### src/rtl/alu_pkg.sv
// Shared definitions for the dual-slot ALU arbiter: opcodes, request bundle,
// slot ids and the round-robin preference states.
package alu_pkg;

  localparam logic [3:0] ALU_ADD = 4'd0;
  localparam logic [3:0] ALU_SUB = 4'd1;
  localparam logic [3:0] ALU_AND = 4'd2;
  localparam logic [3:0] ALU_OR  = 4'd3;
  localparam logic [3:0] ALU_XOR = 4'd4;
  localparam logic [3:0] ALU_NOR = 4'd5;
  localparam logic [3:0] ALU_SLT = 4'd6;
  localparam logic [3:0] ALU_SLL = 4'd7;
  localparam logic [3:0] ALU_SRL = 4'd8;
  localparam logic [3:0] ALU_SGT = 4'd9;

  localparam int SLOT0 = 0;
  localparam int SLOT1 = 1;

  // Tag field is sized for the widest tag any instance may use.
  localparam int TAG_MAX_W = 16;

  typedef struct packed {
    logic [3:0]           aluop;
    logic signed [31:0]   op1;
    logic signed [31:0]   op2;
    logic [4:0]           shamt;
    logic [TAG_MAX_W-1:0] tag;
  } alu_req_t;

  typedef enum logic {PREF0 = 1'b0, PREF1 = 1'b1} pref_e;

endpackage

### src/rtl/alu.sv
// Combinational 32-bit ALU shared by both issue slots.
module alu
  import alu_pkg::*;
(
  input  logic [3:0]         aluop,
  input  logic signed [31:0] op1,
  input  logic signed [31:0] op2,
  input  logic [4:0]         shamt,
  output logic signed [31:0] result,
  output logic               ovf
);

  // Same-sign operands producing an opposite-sign result; evaluated for every
  // opcode, the consumer decides whether it is meaningful.
  function automatic logic ovf_calc(input logic signed [31:0] a,
                                    input logic signed [31:0] b,
                                    input logic signed [31:0] r);
    return (r[31] & ~a[31] & ~b[31]) | (~r[31] & a[31] & b[31]);
  endfunction

  always_comb begin
    result = '0;
    case (aluop)
      ALU_ADD: result = op1 + op2;
      ALU_SUB: result = op1 - op2;
      ALU_AND: result = op1 & op2;
      ALU_OR:  result = op1 | op2;
      ALU_XOR: result = op1 ^ op2;
      ALU_NOR: result = ~(op1 | op2);
      ALU_SLT: result = (op1 < op2) ? 32'sd1 : 32'sd0;
      ALU_SLL: result = op2 << shamt;
      ALU_SRL: result = signed'(unsigned'(op2) >> shamt);
      ALU_SGT: result = (op1 > op2) ? 32'sd1 : 32'sd0;
      default: result = '0;
    endcase
  end

  assign ovf = ovf_calc(op1, op2, result);

endmodule

### src/rtl/rr_arb2.sv
// Two-way picker: a lone requester wins; on contention the pointer slot wins
// unless fixed priority pins the win to slot0.
module rr_arb2 (
  input  logic [1:0] req,
  input  logic       ptr,
  input  logic       fixed,
  output logic [1:0] gnt
);

  always_comb begin
    gnt = req;
    if (req == 2'b11) begin
      gnt = (ptr && !fixed) ? 2'b10 : 2'b01;
    end
  end

endmodule

### src/rtl/alu_share_arbiter.sv
// Shares one ALU between the two issue slots; grants one slot per cycle and
// returns the registered result on that slot's response one cycle later.
module alu_share_arbiter
  import alu_pkg::*;
#(
  parameter int TAG_W      = 4,
  parameter bit FIXED_PRIO = 1'b0
) (
  input  logic               clk,
  input  logic               reset,
  input  logic               flush,
  input  logic [1:0]         req_valid,
  output logic [1:0]         req_ready,
  input  logic [3:0]         req_aluop0,
  input  logic [3:0]         req_aluop1,
  input  logic signed [31:0] req_op1_0,
  input  logic signed [31:0] req_op1_1,
  input  logic signed [31:0] req_op2_0,
  input  logic signed [31:0] req_op2_1,
  input  logic [4:0]         req_shamt0,
  input  logic [4:0]         req_shamt1,
  input  logic [TAG_W-1:0]   req_tag0,
  input  logic [TAG_W-1:0]   req_tag1,
  output logic [1:0]         rsp_valid,
  output logic signed [31:0] rsp_result,
  output logic               rsp_ovf,
  output logic [TAG_W-1:0]   rsp_tag
);

  pref_e              state;
  pref_e              state_nxt;
  logic               ptr;
  logic [1:0]         gnt_raw;
  logic [1:0]         gnt_p0;
  alu_req_t           req0;
  alu_req_t           req1;
  alu_req_t           sel_p0;
  logic signed [31:0] alu_res_p0;
  logic               alu_ovf_p0;

  logic [1:0]         vld_p1;
  logic signed [31:0] result_p1;
  logic               ovf_p1;
  logic [TAG_W-1:0]   tag_p1;

  always_comb begin
    req0.aluop = req_aluop0;
    req0.op1   = req_op1_0;
    req0.op2   = req_op2_0;
    req0.shamt = req_shamt0;
    req0.tag   = TAG_MAX_W'(req_tag0);
    req1.aluop = req_aluop1;
    req1.op1   = req_op1_1;
    req1.op2   = req_op2_1;
    req1.shamt = req_shamt1;
    req1.tag   = TAG_MAX_W'(req_tag1);
  end

  assign ptr = FIXED_PRIO ? 1'b0 : (state == PREF1);

  rr_arb2 u_arb (
    .req   (req_valid),
    .ptr   (ptr),
    .fixed (FIXED_PRIO),
    .gnt   (gnt_raw)
  );

  // Reset and flush both suppress acceptance, which also keeps rr_ptr still.
  assign gnt_p0    = (reset || flush) ? 2'b00 : gnt_raw;
  assign req_ready = gnt_p0;
  assign sel_p0    = gnt_p0[1] ? req1 : req0;

  alu u_alu (
    .aluop  (sel_p0.aluop),
    .op1    (sel_p0.op1),
    .op2    (sel_p0.op2),
    .shamt  (sel_p0.shamt),
    .result (alu_res_p0),
    .ovf    (alu_ovf_p0)
  );

  always_comb begin
    state_nxt = state;
    if (!FIXED_PRIO) begin
      if (gnt_p0[SLOT0]) begin
        state_nxt = PREF1;
      end else if (gnt_p0[SLOT1]) begin
        state_nxt = PREF0;
      end
    end
  end

  always_ff @(posedge clk) begin
    if (reset) begin
      state <= PREF0;
    end else begin
      state <= state_nxt;
    end
  end

  // p0 -> p1: response register; data holds when nothing is accepted.
  always_ff @(posedge clk) begin
    if (reset) begin
      vld_p1    <= 2'b00;
      result_p1 <= '0;
      ovf_p1    <= 1'b0;
      tag_p1    <= '0;
    end else begin
      vld_p1 <= gnt_p0;
      if (|gnt_p0) begin
        result_p1 <= alu_res_p0;
        ovf_p1    <= alu_ovf_p0;
        tag_p1    <= sel_p0.tag[TAG_W-1:0];
      end
    end
  end

  assign rsp_valid  = vld_p1;
  assign rsp_result = result_p1;
  assign rsp_ovf    = ovf_p1;
  assign rsp_tag    = tag_p1;

endmodule

### config.mk
export PLATFORM = sky130hd
export DESIGN_NAME = alu_share_arbiter
export DESIGN_NICKNAME = d
export VERILOG_FILES = /design/src/rtl/alu_pkg.sv /design/src/rtl/alu.sv /design/src/rtl/rr_arb2.sv /design/src/rtl/alu_share_arbiter.sv
export SDC_FILE = /design/constraint.sdc
export NUM_CORES = 1
export LEC_CHECK = 0
export ABC_CLOCK_PERIOD_IN_PS = 9000
export CAP_MARGIN = 30
export CORE_ASPECT_RATIO = 0.8
export CORE_MARGIN = 4
export CORE_UTILIZATION = 27
export CTS_BUF_LIST = sky130_fd_sc_hd__clkbuf_2 sky130_fd_sc_hd__clkbuf_4 sky130_fd_sc_hd__clkbuf_8
export CTS_CLUSTER_DIAMETER = 100
export DETAILED_ROUTE_END_ITERATION = 8
export PLACE_DENSITY = 0.53
export SLEW_MARGIN = 0
export SYNTH_ARGS = -nofsm -noshare
export SYNTH_HDL_FRONTEND = slang
export SYNTH_SLANG_ARGS = --single-unit
### constraint.sdc
create_clock -name clk -period 9 [get_ports clk]
set_clock_uncertainty 0.1 [all_clocks]
set_input_delay 2.7 -clock clk [delete_from_list [all_inputs] [get_ports clk]]
set_output_delay 2.7 -clock clk [all_outputs]
set_load 0.02 [all_outputs]
==> impl_metrics.toml, run 1 <==
[layout]
nNetsFinal = 2185
final_util_pct = 33.9
layout_commonest_cell = "nand2_1"
final_cell_mix = "273 x nand2_1, 197 x clkdlybuf4s50_1, 138 x nor2_1"
drive_gt1_share_pct = 7.83
stdcell_area_um2 = 14800
syn_to_final_growth_pct = 23.0
antenna_cells = 0
instances_no_fill = 2523

[place]
placed_cells = 2515
dp_hpwl_um = 53300
portBuffers = 199
dpl_cell_area_um2 = 14600
gp_congestion = 0.963
post-place-ws_ps = 876

[logic_synthesis]
synth-edff-count = 0
synth_top_area_share_pct = 10.1
synth_fp_nets = 2061
synth_ff_type = "dfxtp_1"
yosys-top-cells-area = "ha_1 10%, mux2i_1 9.3%, nand2_1 8.6%, dfxtp_1 6.7%, a21oi_1 5.6%"
avgSynthCellArea_um2 = 6.65
synthDistinctLibCells = 92
yosysWarnings = 0
async_flop_share_pct = 0
ys_ff_latch = 40
yosysSeqAreaShare_pct = 6.67
syn-cell-area_um2 = 12000
syn_inst = 1803
yosysTopAreaCell = "ha_1"

[clock_network]
cts_root_buf = "clkbuf_8"
cts_setup_buffers = 0
cts_resized = 0
clk_path_buf_depth = 2
clock_latency_ps = 350
cts_tree = "done"
cts_buffers = 5
cts_hold_buf = 0
htree_levels = 2
cts.sinks = 40
clkTransAtPathRegs_ps = 100

[global_route]
grt_max_degree = 50
grt_pass1_vias = 14177
grtUsageTotal_pct = 26.1
overflow = 0
antenna_found_initial = 0
grt_pass1_wl_um = 95600

[worst_setup_path]
end_kind = "flip-flop"
worstPathMaxFanout = 43
crit_required_ps = 9150
startpoint_type = "primary input"
crit_arrival_ps = 8010
critPathKind = "primary input to flip-flop"

[floorplanning]
core_area_um2 = 43600
die_h_um = 197
boundaryPins = 200
initial_core_util_pct = 27.5
die_x_um = 244
dieArea_um2 = 47900
num_rows = 68

[power_and_ir_drop]
ir_drop_uv = 49.6
p_total_mw = 1.34
p_per_area_nw_per_um2 = 90.9
power_leakage_nw = 6.06

[route]
drt_iter0_markers = 2022
drc = 0
dr.pass1.iters = 6
via_per_inst = 5.94
final_antenna_net_count = 0
wl_per_cell_um = 26.2
drt_wl_total_um = 66100
vias = 14998

[sta]
fin_ws_ps = 1140
hold_violations = 0
slew-limit-headroom_pct = 29.4
setup_tns_ps = 0
max_freq_mhz = 127
setup_violations = 0
rsz0062_at_grt = "false"
fin_crit_ps = 7860
tightestPinTransition_ps = 1040
slew_viol_final = 0
worst_hold_slack_ps = 356
period_share_pct = 87.4

[job]
drv_cap = 0

[run_status]
status = "completed"

[hold_path]
min_path_type = "flip-flop to flip-flop"
==> where the power goes <==
group          internal, mW  switching (mW)
registers             0.187         0.00871
clock network        0.0912          0.0953
logic                 0.353           0.606
==> final cells by class <==
cell class	count	area, µm²
clock buffer	6	82.6
sequential	40	801
multi-input combinational	1512	10200
tap	595	744
inverter	110	415
clock inverter	2	38.8
fill	4786	28800
timing repair buffer	258	2450
==> flip-flops by register name (all words and copies together), names as in the netlist <==
name,cells
rsp_ovf,1
rsp_valid,2
rsp_result,32
rsp_tag,4
ptr,1
==> cell families (layout without fill, tap and decap cells) <==
group                    count (synthesis)  in the layout  synth area share (%)
AO/OA/AOI/OAI                          620            620                  35.6
XOR/XNOR                                10             10                 0.730
adder cells (fa/ha/maj)                 99             99                  10.4
buffers and inverters                  251            376                  8.51
flip-flops                              40             40                  6.67
multiplexers                           158            158                  14.3
AND/OR/NAND/NOR                        625            625                  23.7
==> synth_stat cells (8+ instances only) <==
library cell,number
a2111oi_0,12
a211o_1,8
a211oi_1,35
a21o_1,22
a21oi_1,135
a221o_1,15
a221oi_1,40
a22oi_1,11
a311oi_1,12
a31oi_1,17
and2_1,8
buf_1,9
buf_2,33
clkbuf_1,92
dfxtp_1,40
ha_1,97
inv_1,107
mux2_2,36
mux2i_1,112
nand2_1,274
nand2b_1,21
nand3_1,45
nand4_1,10
nor2_1,139
nor2b_1,27
nor3_1,37
nor4_1,16
o2111ai_1,10
o211ai_1,38
o21a_1,13
o21ai_0,104
o21ai_1,25
o21bai_1,11
o221ai_1,11
o22ai_1,17
o31ai_1,16
or3_1,12
xnor2_1,10
==> routing by layer <==
layer	routed length (µm)	GRT usage, %	vias up
li1	-	-	6932
met1	28600	35.7	7105
met2	28600	40.7	864
met3	6560	6.54	97
met4	2310	7.82	0
met5	0	0	-
==> worst paths after layout <==
path,cells past startpoint,slack (ps),from,end
worst max register to register,17,3720,ptr,rsp_result[0]
worst max-delay path,18,1140,req_valid[1],rsp_result[0]
worst min-delay path,2,360,rsp_result[4],rsp_result[4]
worst min register to register,2,360,rsp_result[4],rsp_result[4]
==> worst max-delay path: stages <==
cell and delay (ps):
clkdlybuf4s50_1 560, nor3b_4 270, nand2_4 140, inv_4 410
mux2i_1 380, inv_1 140, ha_1 450, nor3_1 110
o31a_1 270, o41ai_1 440, o211ai_1 240, nor2_1 220
o2111ai_1 380, a2111oi_0 580, buf_4 230, mux2i_1 180
o211ai_1 90, a22o_1 210
(Power assumes the default switching activity.)
==> run 2, diff against run 1 <==
ABC_AREA = 1   (was unset)
==> impl_metrics.toml, run 2 <==
[clock_network]
cts_root_buf = "clkbuf_8"
clk_path_buf_depth = 2
cts_hold_buf = 0
cts_resized = 0
clock_latency_ps = 350
clkTransAtPathRegs_ps = 80
cts_setup_buffers = 0
htree_levels = 2
cts_tree = "done"
cts.sinks = 40
cts_buffers = 5

[power_and_ir_drop]
power_leakage_nw = 7.43
p_per_area_nw_per_um2 = 91.3
p_total_mw = 1.35
ir_drop_uv = 45.1

[place]
portBuffers = 199
post-place-ws_ps = 1200
dp_hpwl_um = 60200
gp_congestion = 1.03

[logic_synthesis]
synthDistinctLibCells = 46
yosysSeqAreaShare_pct = 6.54
syn-cell-area_um2 = 12200
yosysTopAreaCell = "nand2_1"
synth.most_common_cell = "nand2_1"
synth_ff_type = "dfxtp_1"
syn_inst = 2443
synth_common_cells = "829 x nand2_1, 364 x nand3_1, 331 x inv_1"
synth-edff-count = 0
avgSynthCellArea_um2 = 5.01
synth_top_area_share_pct = 25.4
ys_ff_latch = 40
yosysWarnings = 0
async_flop_share_pct = 0
synth_fp_nets = 2701
yosys-top-cells-area = "nand2_1 25%, nand3_1 15%, inv_1 10%, ha_1 9.9%, dfxtp_1 6.5%"

[sta]
hold_violations = 0
slew_viol_final = 0
rsz0062_at_grt = "false"
max_freq_mhz = 128
slew-limit-headroom_pct = 34.7
setup_tns_ps = 0
fin_crit_ps = 7840
period_share_pct = 87.1
tightestPinTransition_ps = 970
setup_violations = 0
fin_ws_ps = 1160
worst_hold_slack_ps = 371

[layout]
largest_register_ffs = 32
antenna_cells = 0
layout_commonest_cell = "nand2_1"
nNetsFinal = 2823
syn_to_final_growth_pct = 20.7
final_cell_mix = "829 x nand2_1, 364 x nand3_1, 331 x inv_1"
drive_gt1_share_pct = 3.59

[route]
dr.pass1.iters = 6
via_per_inst = 5.35
vias = 16934
drc = 0
drt_iter0_markers = 2362
final_antenna_net_count = 0
wl_per_cell_um = 23.1
drt_wl_total_um = 73200

[worst_setup_path]
r2r-start = "ptr"
critPathKind = "primary input to output port"
crit_end = "req_ready[1]"
crit_arrival_ps = 5040
end_kind = "output port"
worstPathMaxFanout = 14
critPathLaunch = "reset"
ff2ff_setup_slack_ps = 4080
crit_required_ps = 6200
worst-r2r-cell-count = 18
startpoint_type = "primary input"
reg2reg_to = "rsp_result[19]"

[run_status]
status = "completed"

[global_route]
grt_pass1_wl_um = 104000
grtUsageTotal_pct = 28.7
overflow = 0
grt_pass1_vias = 15517
antenna_found_initial = 3
grt_max_degree = 148

[job]
drv_cap = 0

[hold_path]
min_path_type = "flip-flop to flip-flop"

[floorplanning]
die_h_um = 198
dieArea_um2 = 48800
die_x_um = 246
boundaryPins = 200
initial_core_util_pct = 27.4
num_rows = 69
core_area_um2 = 44600
[run 2: report_power, final]
group	leakage (nW)	internal, mW	total [mW]	switching [mW]
sequential	0.325	0.185	0.191	0.00604
combinational	7.06	0.304	1.02	0.718
clock	0.0400	0.0528	0.136	0.0828
total	7.43	0.543	1.35	0.807
[run 2: worst max-delay path, cell delays in order]
cell             delay (ps)
clkdlybuf4s50_1         650
nor2_8                  330
nand3_4                 120
inv_1                   480
clkdlybuf4s50_1         750
[run 2: area by class of cell]
type,instances,area (µm²)
Fill cell,5281,29900
Multi-Input combinational cell,1942,9590
Timing Repair Buffer,233,2260
Inverter,343,1290
Sequential cell,40,801
Tap cell,603,754
Clock buffer,5,68.8
Clock inverter,2,12.5
[run 2: worst min-delay path by stage]
stage | end | start | depth (start not counted) | slack [ps]
2_1_floorplan | rsp_valid[0] | ptr | 1 | 360
3_3_place_gp | rsp_result[5] | rsp_result[5] | 2 | 350
3_5_place_dp | rsp_result[14] | rsp_result[14] | 2 | 360
4_1_cts | rsp_result[14] | rsp_result[14] | 2 | 370
5_1_grt | rsp_result[25] | rsp_result[25] | 2 | 390
6_report | rsp_result[14] | rsp_result[14] | 2 | 370
[run 2: metal layers]
metal  wire length (µm)  GRT usage (%)
met5                 29              0
met4               1780           5.82
met3               8660           7.82
met2              28000           40.4
met1              34700           43.5
[run 2: kinds of logic after synthesis]
family | Yosys count | synth area share (%)
buf+inv | 461 | 15.2
xor+xnor | 2 | 0.143
flops | 40 | 6.54
simple gates | 1491 | 52.0
compound gates | 350 | 15.9
fa+ha+maj | 99 | 10.2
[run 2: per-stage QoR]
stage               cell area, µm²  std cells  util, %
floorplan                    12200       2443        -
global placement             14700       3161     32.9
detailed placement           14700       3161     32.9
CTS                          14800       3168     33.1
global route                 14800       3168     33.1
finish                       14800       3168     33.1
